[config.mk]
export PLATFORM = sky130hd
export DESIGN_NAME = program_loader
export DESIGN_NICKNAME = d
export VERILOG_FILES = /design/src/rtl/loader_pkg.sv /design/src/rtl/byte_readout_mux.sv /design/src/rtl/program_loader.sv
export SDC_FILE = /design/constraint.sdc
export NUM_CORES = 1
export LEC_CHECK = 0
export BUFFER_PORTS_ARGS = -buffer_cell sky130_fd_sc_hd__buf_2
export CAP_MARGIN = 20
export CORE_ASPECT_RATIO = 0.5
export CORE_MARGIN = 4
export CORE_UTILIZATION = 53
export DETAILED_ROUTE_END_ITERATION = 8
export PLACE_DENSITY = 0.93
export SETUP_SLACK_MARGIN = 0.02
export SLEW_MARGIN = 10
export SYNTH_ARGS = -nofsm -noshare
export SYNTH_HDL_FRONTEND = slang
export SYNTH_HIERARCHICAL = 1
export SYNTH_SLANG_ARGS = --single-unit
[constraint.sdc]
create_clock -name sys_clk -period 3.55 [get_ports sys_clk]
set_input_delay 0.5325 -clock sys_clk [delete_from_list [all_inputs] [get_ports sys_clk]]
set_output_delay 0.5325 -clock sys_clk [all_outputs]
set_load 0.01 [all_outputs]
[src/rtl/loader_pkg.sv]
// Shared constants and FSM state type for the framed program loader.
package loader_pkg;

  localparam logic [7:0] START_BYTE = 8'hA5;
  localparam logic [7:0] END_BYTE   = 8'h5A;
  localparam logic [7:0] ESC_BYTE   = 8'hDB;

  typedef enum logic [2:0] {
    S_IDLE,
    S_RECV,
    S_ESC,
    S_DONE,
    S_ERR
  } state_e;

endpackage

[src/rtl/byte_readout_mux.sv]
// Registered byte-wide debug readout across NCH packed monitored words.
module byte_readout_mux #(
  parameter int unsigned DATA_W = 32,
  parameter int unsigned NCH    = 2,
  localparam int unsigned BPW    = DATA_W / 8,
  localparam int unsigned LANE_W = $clog2(BPW),
  localparam int unsigned CH_W   = (NCH > 1) ? $clog2(NCH) : 1
) (
  input  logic                  sys_clk,
  input  logic                  sys_reset,
  input  logic [NCH*DATA_W-1:0] mon_data_i,
  input  logic [CH_W-1:0]       ch_sel,
  input  logic [LANE_W-1:0]     byte_sel,
  output logic [7:0]            value_o
);

  logic [DATA_W-1:0] sel_word;
  logic [7:0]        value_d;
  logic [7:0]        value_q;

  // Channel select; an out-of-range channel leaves the word at zero.
  always_comb begin
    sel_word = '0;
    for (int unsigned k = 0; k < NCH; k++) begin
      if (ch_sel == CH_W'(k)) begin
        sel_word = mon_data_i[k*DATA_W +: DATA_W];
      end
    end
    value_d = 8'(sel_word >> {byte_sel, 3'b000});
  end

  always_ff @(posedge sys_clk) begin
    if (sys_reset) begin
      value_q <= '0;
    end else begin
      value_q <= value_d;
    end
  end

  assign value_o = value_q;

endmodule

[src/rtl/program_loader.sv]
// Framed byte-serial program image loader with checksum, length/overflow
// checks and a registered debug readout.
module program_loader
  import loader_pkg::*;
#(
  parameter int unsigned DATA_W = 32,
  parameter int unsigned ADDR_W = 10,
  parameter int unsigned NCH    = 2,
  localparam int unsigned BPW    = DATA_W / 8,
  localparam int unsigned LANE_W = $clog2(BPW),
  localparam int unsigned CH_W   = (NCH > 1) ? $clog2(NCH) : 1
) (
  input  logic                  sys_clk,
  input  logic                  sys_reset,
  input  logic                  in_valid,
  input  logic [7:0]            in_byte,
  output logic                  mem_we,
  output logic [ADDR_W-1:0]     mem_addr,
  output logic [DATA_W-1:0]     mem_wdata,
  output logic                  sys_start,
  output logic                  load_err,
  output logic [ADDR_W:0]       words_loaded,
  input  logic [NCH*DATA_W-1:0] mon_data_i,
  input  logic [CH_W-1:0]       ch_sel,
  input  logic [LANE_W-1:0]     byte_sel,
  output logic [7:0]            value_o
);

  localparam logic [LANE_W-1:0] LAST_LANE = LANE_W'(BPW - 1);
  localparam logic [ADDR_W:0]   CAPACITY  = {1'b1, {ADDR_W{1'b0}}};

  state_e              state_q, state_d;
  logic [LANE_W-1:0]   lane_q, lane_d;
  logic [ADDR_W:0]     wl_q, wl_d;
  logic [7:0]          sum_q, sum_d;
  logic                pend_vld_q, pend_vld_d;
  logic [7:0]          pend_q, pend_d;
  logic [DATA_W-1:0]   asm_q, asm_d;
  logic                mem_we_q, mem_we_d;
  logic [ADDR_W-1:0]   mem_addr_q, mem_addr_d;
  logic [DATA_W-1:0]   mem_wdata_q, mem_wdata_d;
  logic                sys_start_q, sys_start_d;
  logic                load_err_q, load_err_d;
  logic                restart;
  logic                literal;

  always_ff @(posedge sys_clk) begin
    if (sys_reset) begin
      state_q     <= S_IDLE;
      lane_q      <= '0;
      wl_q        <= '0;
      sum_q       <= '0;
      pend_vld_q  <= 1'b0;
      pend_q      <= '0;
      asm_q       <= '0;
      mem_we_q    <= 1'b0;
      mem_addr_q  <= '0;
      mem_wdata_q <= '0;
      sys_start_q <= 1'b0;
      load_err_q  <= 1'b0;
    end else begin
      state_q     <= state_d;
      lane_q      <= lane_d;
      wl_q        <= wl_d;
      sum_q       <= sum_d;
      pend_vld_q  <= pend_vld_d;
      pend_q      <= pend_d;
      asm_q       <= asm_d;
      mem_we_q    <= mem_we_d;
      mem_addr_q  <= mem_addr_d;
      mem_wdata_q <= mem_wdata_d;
      sys_start_q <= sys_start_d;
      load_err_q  <= load_err_d;
    end
  end

  always_comb begin
    state_d     = state_q;
    lane_d      = lane_q;
    wl_d        = wl_q;
    sum_d       = sum_q;
    pend_vld_d  = pend_vld_q;
    pend_d      = pend_q;
    asm_d       = asm_q;
    mem_we_d    = 1'b0;
    mem_addr_d  = mem_addr_q;
    mem_wdata_d = mem_wdata_q;
    restart     = 1'b0;
    literal     = 1'b0;

    if (in_valid) begin
      unique case (state_q)
        S_IDLE: restart = (in_byte == START_BYTE);
        S_RECV: begin
          if (in_byte == ESC_BYTE) begin
            state_d = S_ESC;
          end else if (in_byte == START_BYTE) begin
            restart = 1'b1;
          end else if (in_byte == END_BYTE) begin
            // The pending byte is the checksum, already folded into the sum.
            if (pend_vld_q && (lane_q == '0) && (sum_q == 8'h00)) begin
              state_d = S_DONE;
            end else begin
              state_d = S_ERR;
            end
          end else begin
            literal = 1'b1;
          end
        end
        S_ESC: begin
          literal = 1'b1;
          state_d = S_RECV;
        end
        S_ERR:   restart = (in_byte == START_BYTE);
        default: ;
      endcase
    end

    if (restart) begin
      state_d    = S_RECV;
      lane_d     = '0;
      wl_d       = '0;
      sum_d      = '0;
      pend_vld_d = 1'b0;
    end

    // One-byte delay: the previous literal moves into the assembler.
    if (literal) begin
      sum_d      = sum_q + in_byte;
      pend_d     = in_byte;
      pend_vld_d = 1'b1;
      if (pend_vld_q) begin
        asm_d = {pend_q, asm_q[DATA_W-1:8]};
        if (lane_q == LAST_LANE) begin
          lane_d = '0;
          if (wl_q == CAPACITY) begin
            state_d = S_ERR;
          end else begin
            mem_we_d    = 1'b1;
            mem_addr_d  = wl_q[ADDR_W-1:0];
            mem_wdata_d = asm_d;
            wl_d        = wl_q + 1'b1;
          end
        end else begin
          lane_d = lane_q + 1'b1;
        end
      end
    end

    sys_start_d = (state_d == S_DONE);
    load_err_d  = (state_d == S_ERR);
  end

  byte_readout_mux #(
    .DATA_W (DATA_W),
    .NCH    (NCH)
  ) u_readout (
    .sys_clk    (sys_clk),
    .sys_reset  (sys_reset),
    .mon_data_i (mon_data_i),
    .ch_sel     (ch_sel),
    .byte_sel   (byte_sel),
    .value_o    (value_o)
  );

  assign mem_we       = mem_we_q;
  assign mem_addr     = mem_addr_q;
  assign mem_wdata    = mem_wdata_q;
  assign sys_start    = sys_start_q;
  assign load_err     = load_err_q;
  assign words_loaded = wl_q;

endmodule

Word level (Yosys, flattened, before mapping)
Cells that the tools add are included.

Word-level logic and storage cells: 76. Output and inout bits: 64. Bits of input ports: 78. Flip-flop bits (word level): 118.

Bitwise logic cells: 4. Reductions and logical operators: 10. Add/subtract/negate cells: 3. Shift operators: 1. Equal/unequal tests: 10. Mux-type cells: 35.

Operators by type and width (number): $mux W11 (5); $mux W32 (1); $shr A32 B5 Y8 (1); $mux W3 (10); $eq A8 B8 Y1 const B (2); $mux W8 (2); $add A11 B1 Y11 const B (1); $eq A11 B11 Y1 const B (1); $mux W1 (10); $add A8 B8 Y8 (1); $eq A8 B7 Y1 const B (1); $logic_not A8 Y1 (1); $mux W2 (4); $eq A3 B2 Y1 const B (2); $eq A3 B3 Y1 const B (2); $pmux W3 S2 (1); $not A1 Y1 (4); $pmux W1 S2 (2); $reduce_and A4 Y1 (1); $reduce_or A4 Y1 (1); $eq A3 B1 Y1 const B (1); $logic_not A3 Y1 (1); $add A2 B1 Y2 const B (1); $eq A2 B2 Y1 const B (1); other kinds (5) (6).

Depth between registers and ports, before layout
Depth in word-level cells: 15. Gate-level depth with buffers: 9. Gate-level depth less buffers: 8.

Hierarchy
The synthesis kept the hierarchy.

Modules (own cells, without submodules): program_loader (cells each 509, instances 1, area an instance 4302.9 sq um, seq. area each 2042.0 sq um); byte_readout_mux (cells each 46, instances 1, area an instance 713.2 sq um, seq. area each 160.2 sq um).

Least setup slack after synthesis
OpenSTA, ideal clock, no wires.

Path type: input -> register. Start: in in_byte[4]. End: reg wl_q[10] (netlist: words_loaded[10]). Arrival time: 2218 ps. Path buffers: 0. Setup time: 121 ps. Setup slack: 1212 ps. Cell stages on the path: 5. Required time: 3429 ps. Cells stage by stage: nand4bb_1 -> or4_4 -> a2111oi_0 -> nor3b_1 -> mux2_2.

Longest elaborated chain between the ends: 10. Elaborated cells between the ends (all ways): 17. Classes of those cells: eq/ne (3); mux (14).

Ends and longest elaborated chain: start: declaration (line program_loader.sv:16) `input logic [7:0] in_byte,`; $eq A8 B8 Y1 (line program_loader.sv:93, program_loader.sv:97, program_loader.sv:114); $mux W1 (line program_loader.sv:97) `end else if (in_byte == START_BYTE) begin`; $mux W1 (line program_loader.sv:95) `if (in_byte == ESC_BYTE) begin`; $pmux W1 S2 (line program_loader.sv:92) `unique case (state_q)`; $mux W1 (line program_loader.sv:91) `if (in_valid) begin`; $mux W11 (line program_loader.sv:119) `if (restart) begin`; $mux W11 (line program_loader.sv:136) `if (wl_q == CAPACITY) begin`; $mux W11 (line program_loader.sv:134) `if (lane_q == LAST_LANE) begin`; $mux W11 (line program_loader.sv:132) `if (pend_vld_q) begin`; $mux W11 (*) (line program_loader.sv:128) `if (literal) begin`; end signal: assignment (line program_loader.sv:64) `wl_q <= wl_d;`; end: declaration (line program_loader.sv:34) `logic [ADDR_W:0] wl_q, wl_d;`.

Every way passes the cells marked *; elsewhere a longest branch is shown, timed or not. A chain may end at the register's enable or synchronous reset.

Worst setup path in the final report
Start: in in_byte[4]. End: reg asm_q[30].

Longest elaborated chain between the ends: 7. Elaborated cells between the ends (all ways): 9. Classes of those cells: eq/ne (3); mux (5); reduce/logical (1).

Ends and longest elaborated chain: $eq A8 B7 Y1 (line program_loader.sv:99) `end else if (in_byte == END_BYTE) begin`; $mux W1 (line program_loader.sv:99); $mux W1 (line program_loader.sv:97); $mux W1 (*) (line program_loader.sv:95); $pmux W1 S2 (*) (line program_loader.sv:92); $mux W1 (*) (line program_loader.sv:91); $reduce_and A2 Y1 (no line) (*); end signal: assignment (line program_loader.sv:68) `asm_q <= asm_d;`; end: declaration (line program_loader.sv:38) `logic [DATA_W-1:0] asm_q, asm_d;`.

Marked as above.

==> key figures <==
Outcome
  • Status: finished clean

Final layout
  • Core Util, Final: 0.677
  • Multi-input logic area: 2580 um^2
  • Fin nets: 765
  • Total area of sequential cells: 2200 um^2
  • Share of cells above drive strength 1: 0.262
  • Filler cell count: 643
  • Syn-to-layout area delta: 20.9%

Drt
  • Drt wl/cell: 17.0 um
  • Vias: 4700
  • Drt first-iter violations: 493
  • Pre-Repair DR Iteration Count: 5
  • DRC Markers: 0
  • Routed WL: 13600 um
  • Routed Antenna Nets: 0
  • Vias/cell: 5.89

Power
  • Leak: 2.48 nW
  • Power Dens Cells: 409 nW/um^2
  • Peak VDD IR: 0.000222 V

Timing
  • Final Hold Fails: 0
  • Max-slew headroom: 0.417
  • Max Slew Vio Count: 0
  • Setup TNS: 0 ns
  • Final setup fails: 0
  • Max Freq: 0.378 GHz
  • RSZ-0062 raised after global routing: no
  • Clk_skew: 0.00842 ns
  • Worst Tran Pin Value: 0.875 ns
  • Final period util: 0.746
  • Crit path time final: 2.65 ns

Global routing
  • Largest net degree at the start of global routing: 88
  • Overall routing resource usage: 0.243
  • Number of global-route vias before repair: 4679
  • Total gr overflow: 0
  • First-pass GRT wire length: 22500 um
  • Initial antenna violation count: 1

CTS
  • Post-CTS Setup Inserts: 0
  • Clock Pin Slew Worst Setup and Hold Paths: 0.08 ns
  • Hold_buf cts: 0
  • Clk_lat worst skew: 0.35 ns
  • CTS max path bufs: 2
  • Clk root buf: clkbuf_16
  • Clk sink count: 110
  • TritonCTS Buffers: 9
  • H-Tree Level Count: 3
  • Cts repair resizes: 0
  • CTS tree: built

Placement
  • # port buffers: 141
  • Post-detail-place hpwl: 9500 um
  • Gpl congestion: 0.896

Floorplanning
  • Io pins: 142
  • Cell Rows: 24
  • Die X: 146 um
  • Die H: 76.8 um
  • Die area: 11200 um^2
  • Core area: 8950 um^2
  • Initial cell density of the core: 0.561

Hold path
  • HP Start: mem_wdata[13]
  • Hold Path End: mem_wdata[13]
  • Hold Crit Class: register to register
  • Hold depth: 2

Critical path
  • Slowest cell on the critical path: a41o_1
  • Worst r2r src: state_q[0]
  • FF-to-FF path depth: 7
  • CP startpoint kind: input pin
  • CP Class: input pin to register
  • Reg-to-reg endpoint: mem_wdata[21]
  • Worst EP arrival: 2.88 ns
  • CP peak stage delay: 0.55 ns
  • Buf+Inv Stages, Crit Path: 2
  • Reg2reg setup slack: 0.96 ns
  • Worst Path Max Fanout: 18
  • Cell family with most CP delay: simple AND/OR/NAND/NOR gates
  • CP endpoint kind: register
  • Crit-path cells: buf_2 -> nand4bb_1 -> or4_4 -> a21o_1 -> a41o_1 -> buf_4 -> mux2i_1 -> nor2_1
  • Required @ worst endpoint: 3.79 ns

Synth
  • Mux contribution to synthesized area: 0.144
  • Syn Nets: 645
  • Primary FF master, synth: dfxtp_1
  • Synth Area in Adders: 0.0314
  • Sequential area share after synthesis: 0.439
  • FFs w/ async S/R, synth: 0
  • EDFF count, synth: 0
  • Synthesized area: 5020 um^2
  • Xor and xnor area share after synthesis: 0.0157
  • Register bit count reported by yosys: 110
  • Synth Area in Compound Gates: 0.136
  • Synth warn: 6
  • Post-synthesis simple-gate area fraction: 0.187
  • Largest family of logic cells by synthesized area: simple AND/OR/NAND/NOR gates
  • Gate Count Post-Synth: 555
  • Synth unique cells: 51
  • Avg Inst Size Synth: 9.04 um^2

Run
  • Max cap viols: 0
==> worst min-delay path: stages, from the launching register on <==
cell and delay (ns):
dfxtp_1 0.31, nand2_1 0.05, a21oi_1 0.05
==> logic make-up (layout without fill, tap and decap cells) <==
family / count (synthesis) / count (layout)
xor+xnor: 9 / 9
other cells: 0 / 1
mux: 49 / 49
compound gates: 116 / 116
simple gates: 210 / 210
buf+inv: 49 / 174
flops: 110 / 110
fa+ha+maj: 12 / 12
==> final cells by class <==
class / count / area share
tap: 117 / 0.0241
timing repair buffer: 149 / 0.127
inverter: 9 / 0.00557
clock buffer: 9 / 0.0372
multi-input combinational: 396 / 0.426
clock inverter: 7 / 0.0167
sequential: 110 / 0.363
antenna: 1 / 0.000413
==> layer usage <==
metal	vias to the layer above	global-route usage	part of all wire
met3	39	0.0559	0.076
met2	239	0.431	0.49
met4	0	0.0890	0.027
li1	2207	-	-
met5	-	0	0
met1	2215	0.291	0.40
==> cells in the mapped netlist (4+ instances only) <==
cell	number	area [um^2]
nor3_1	7	35.0
or3_1	6	37.5
nor2_1	47	176
nor4_1	4	25.0
inv_1	9	33.8
o211ai_1	10	75.1
buf_2	14	70.1
nor2b_1	4	25.0
mux4_1	8	210
dfxtp_1	110	2200
nand4_1	6	37.5
nand3_1	23	115
xnor2_1	5	43.8
xor2_1	4	35.0
mux2i_1	32	320
a21oi_1	71	355
ha_1	11	138
mux4_2	8	180
nand2_1	97	364
clkbuf_1	20	75.1
o21ai_0	12	60.1
==> layout by cell type, fill, tap and decap left out, types with 9 or more instances in the layout <==
cell type / synthesis / routed
buf_2: 14 / 140
dfxtp_1: 110 / 110
nand2_1: 97 / 97
a21oi_1: 71 / 71
nor2_1: 47 / 47
mux2i_1: 32 / 32
nand3_1: 23 / 22
o21ai_0: 12 / 12
ha_1: 11 / 11
o211ai_1: 10 / 10
inv_1: 9 / 9
clkbuf_16: 0 / 9
buf_4: 1 / 9
==> flip-flops by register name, summed over array words and instances (netlist names), 2 cells and up <==
name and count:
words_loaded 11, u_readout/value_o 8, mem_addr 10, mem_wdata 32, state_q 3, lane_q 2, pend_q 8, asm_q 24
sum_q 8
==> how the worst max path moves through the flow <==
stage,cells past startpoint,from,to,slack [ns]
final,8,in_byte[4],asm_q[30],0.90
after floorplan,5,in_byte[4],words_loaded[10],1.21
after CTS,8,in_byte[4],asm_q[30],0.93
after global placement,8,in_byte[4],asm_q[19],0.71
after detailed placement,8,in_byte[4],asm_q[19],0.64
after global routing,7,state_q[0],mem_wdata[21],0.71
==> per-stage QoR <==
| stage | area (um^2) | std cells | hold WS [ns] | power [W] | setup slack, ns |
|---|---|---|---|---|---|
| floorplan | 5020 | 555 | 0.431 | 0.00137 | 1.21 |
| global placement | 5730 | 781 | 0.439 | 0.00143 | 0.715 |
| detailed placement | 5730 | 781 | 0.447 | 0.00144 | 0.637 |
| CTS | 6060 | 797 | 0.456 | 0.00249 | 0.929 |
| global route | 6060 | 798 | 0.484 | 0.00256 | 0.709 |
| finish | 6060 | 798 | 0.453 | 0.00248 | 0.903 |
==> report_power, final <==
part | internal (W) | total (W) | switching [W] | leakage [nW]
registers | 0.00124 | 0.00124 | 0.00000220 | 0.888
clock network | 0.000571 | 0.00107 | 0.000497 | 0.155
logic | 0.0000812 | 0.000166 | 0.0000849 | 1.44
Note: power is estimated with default switching activity, not from simulation.
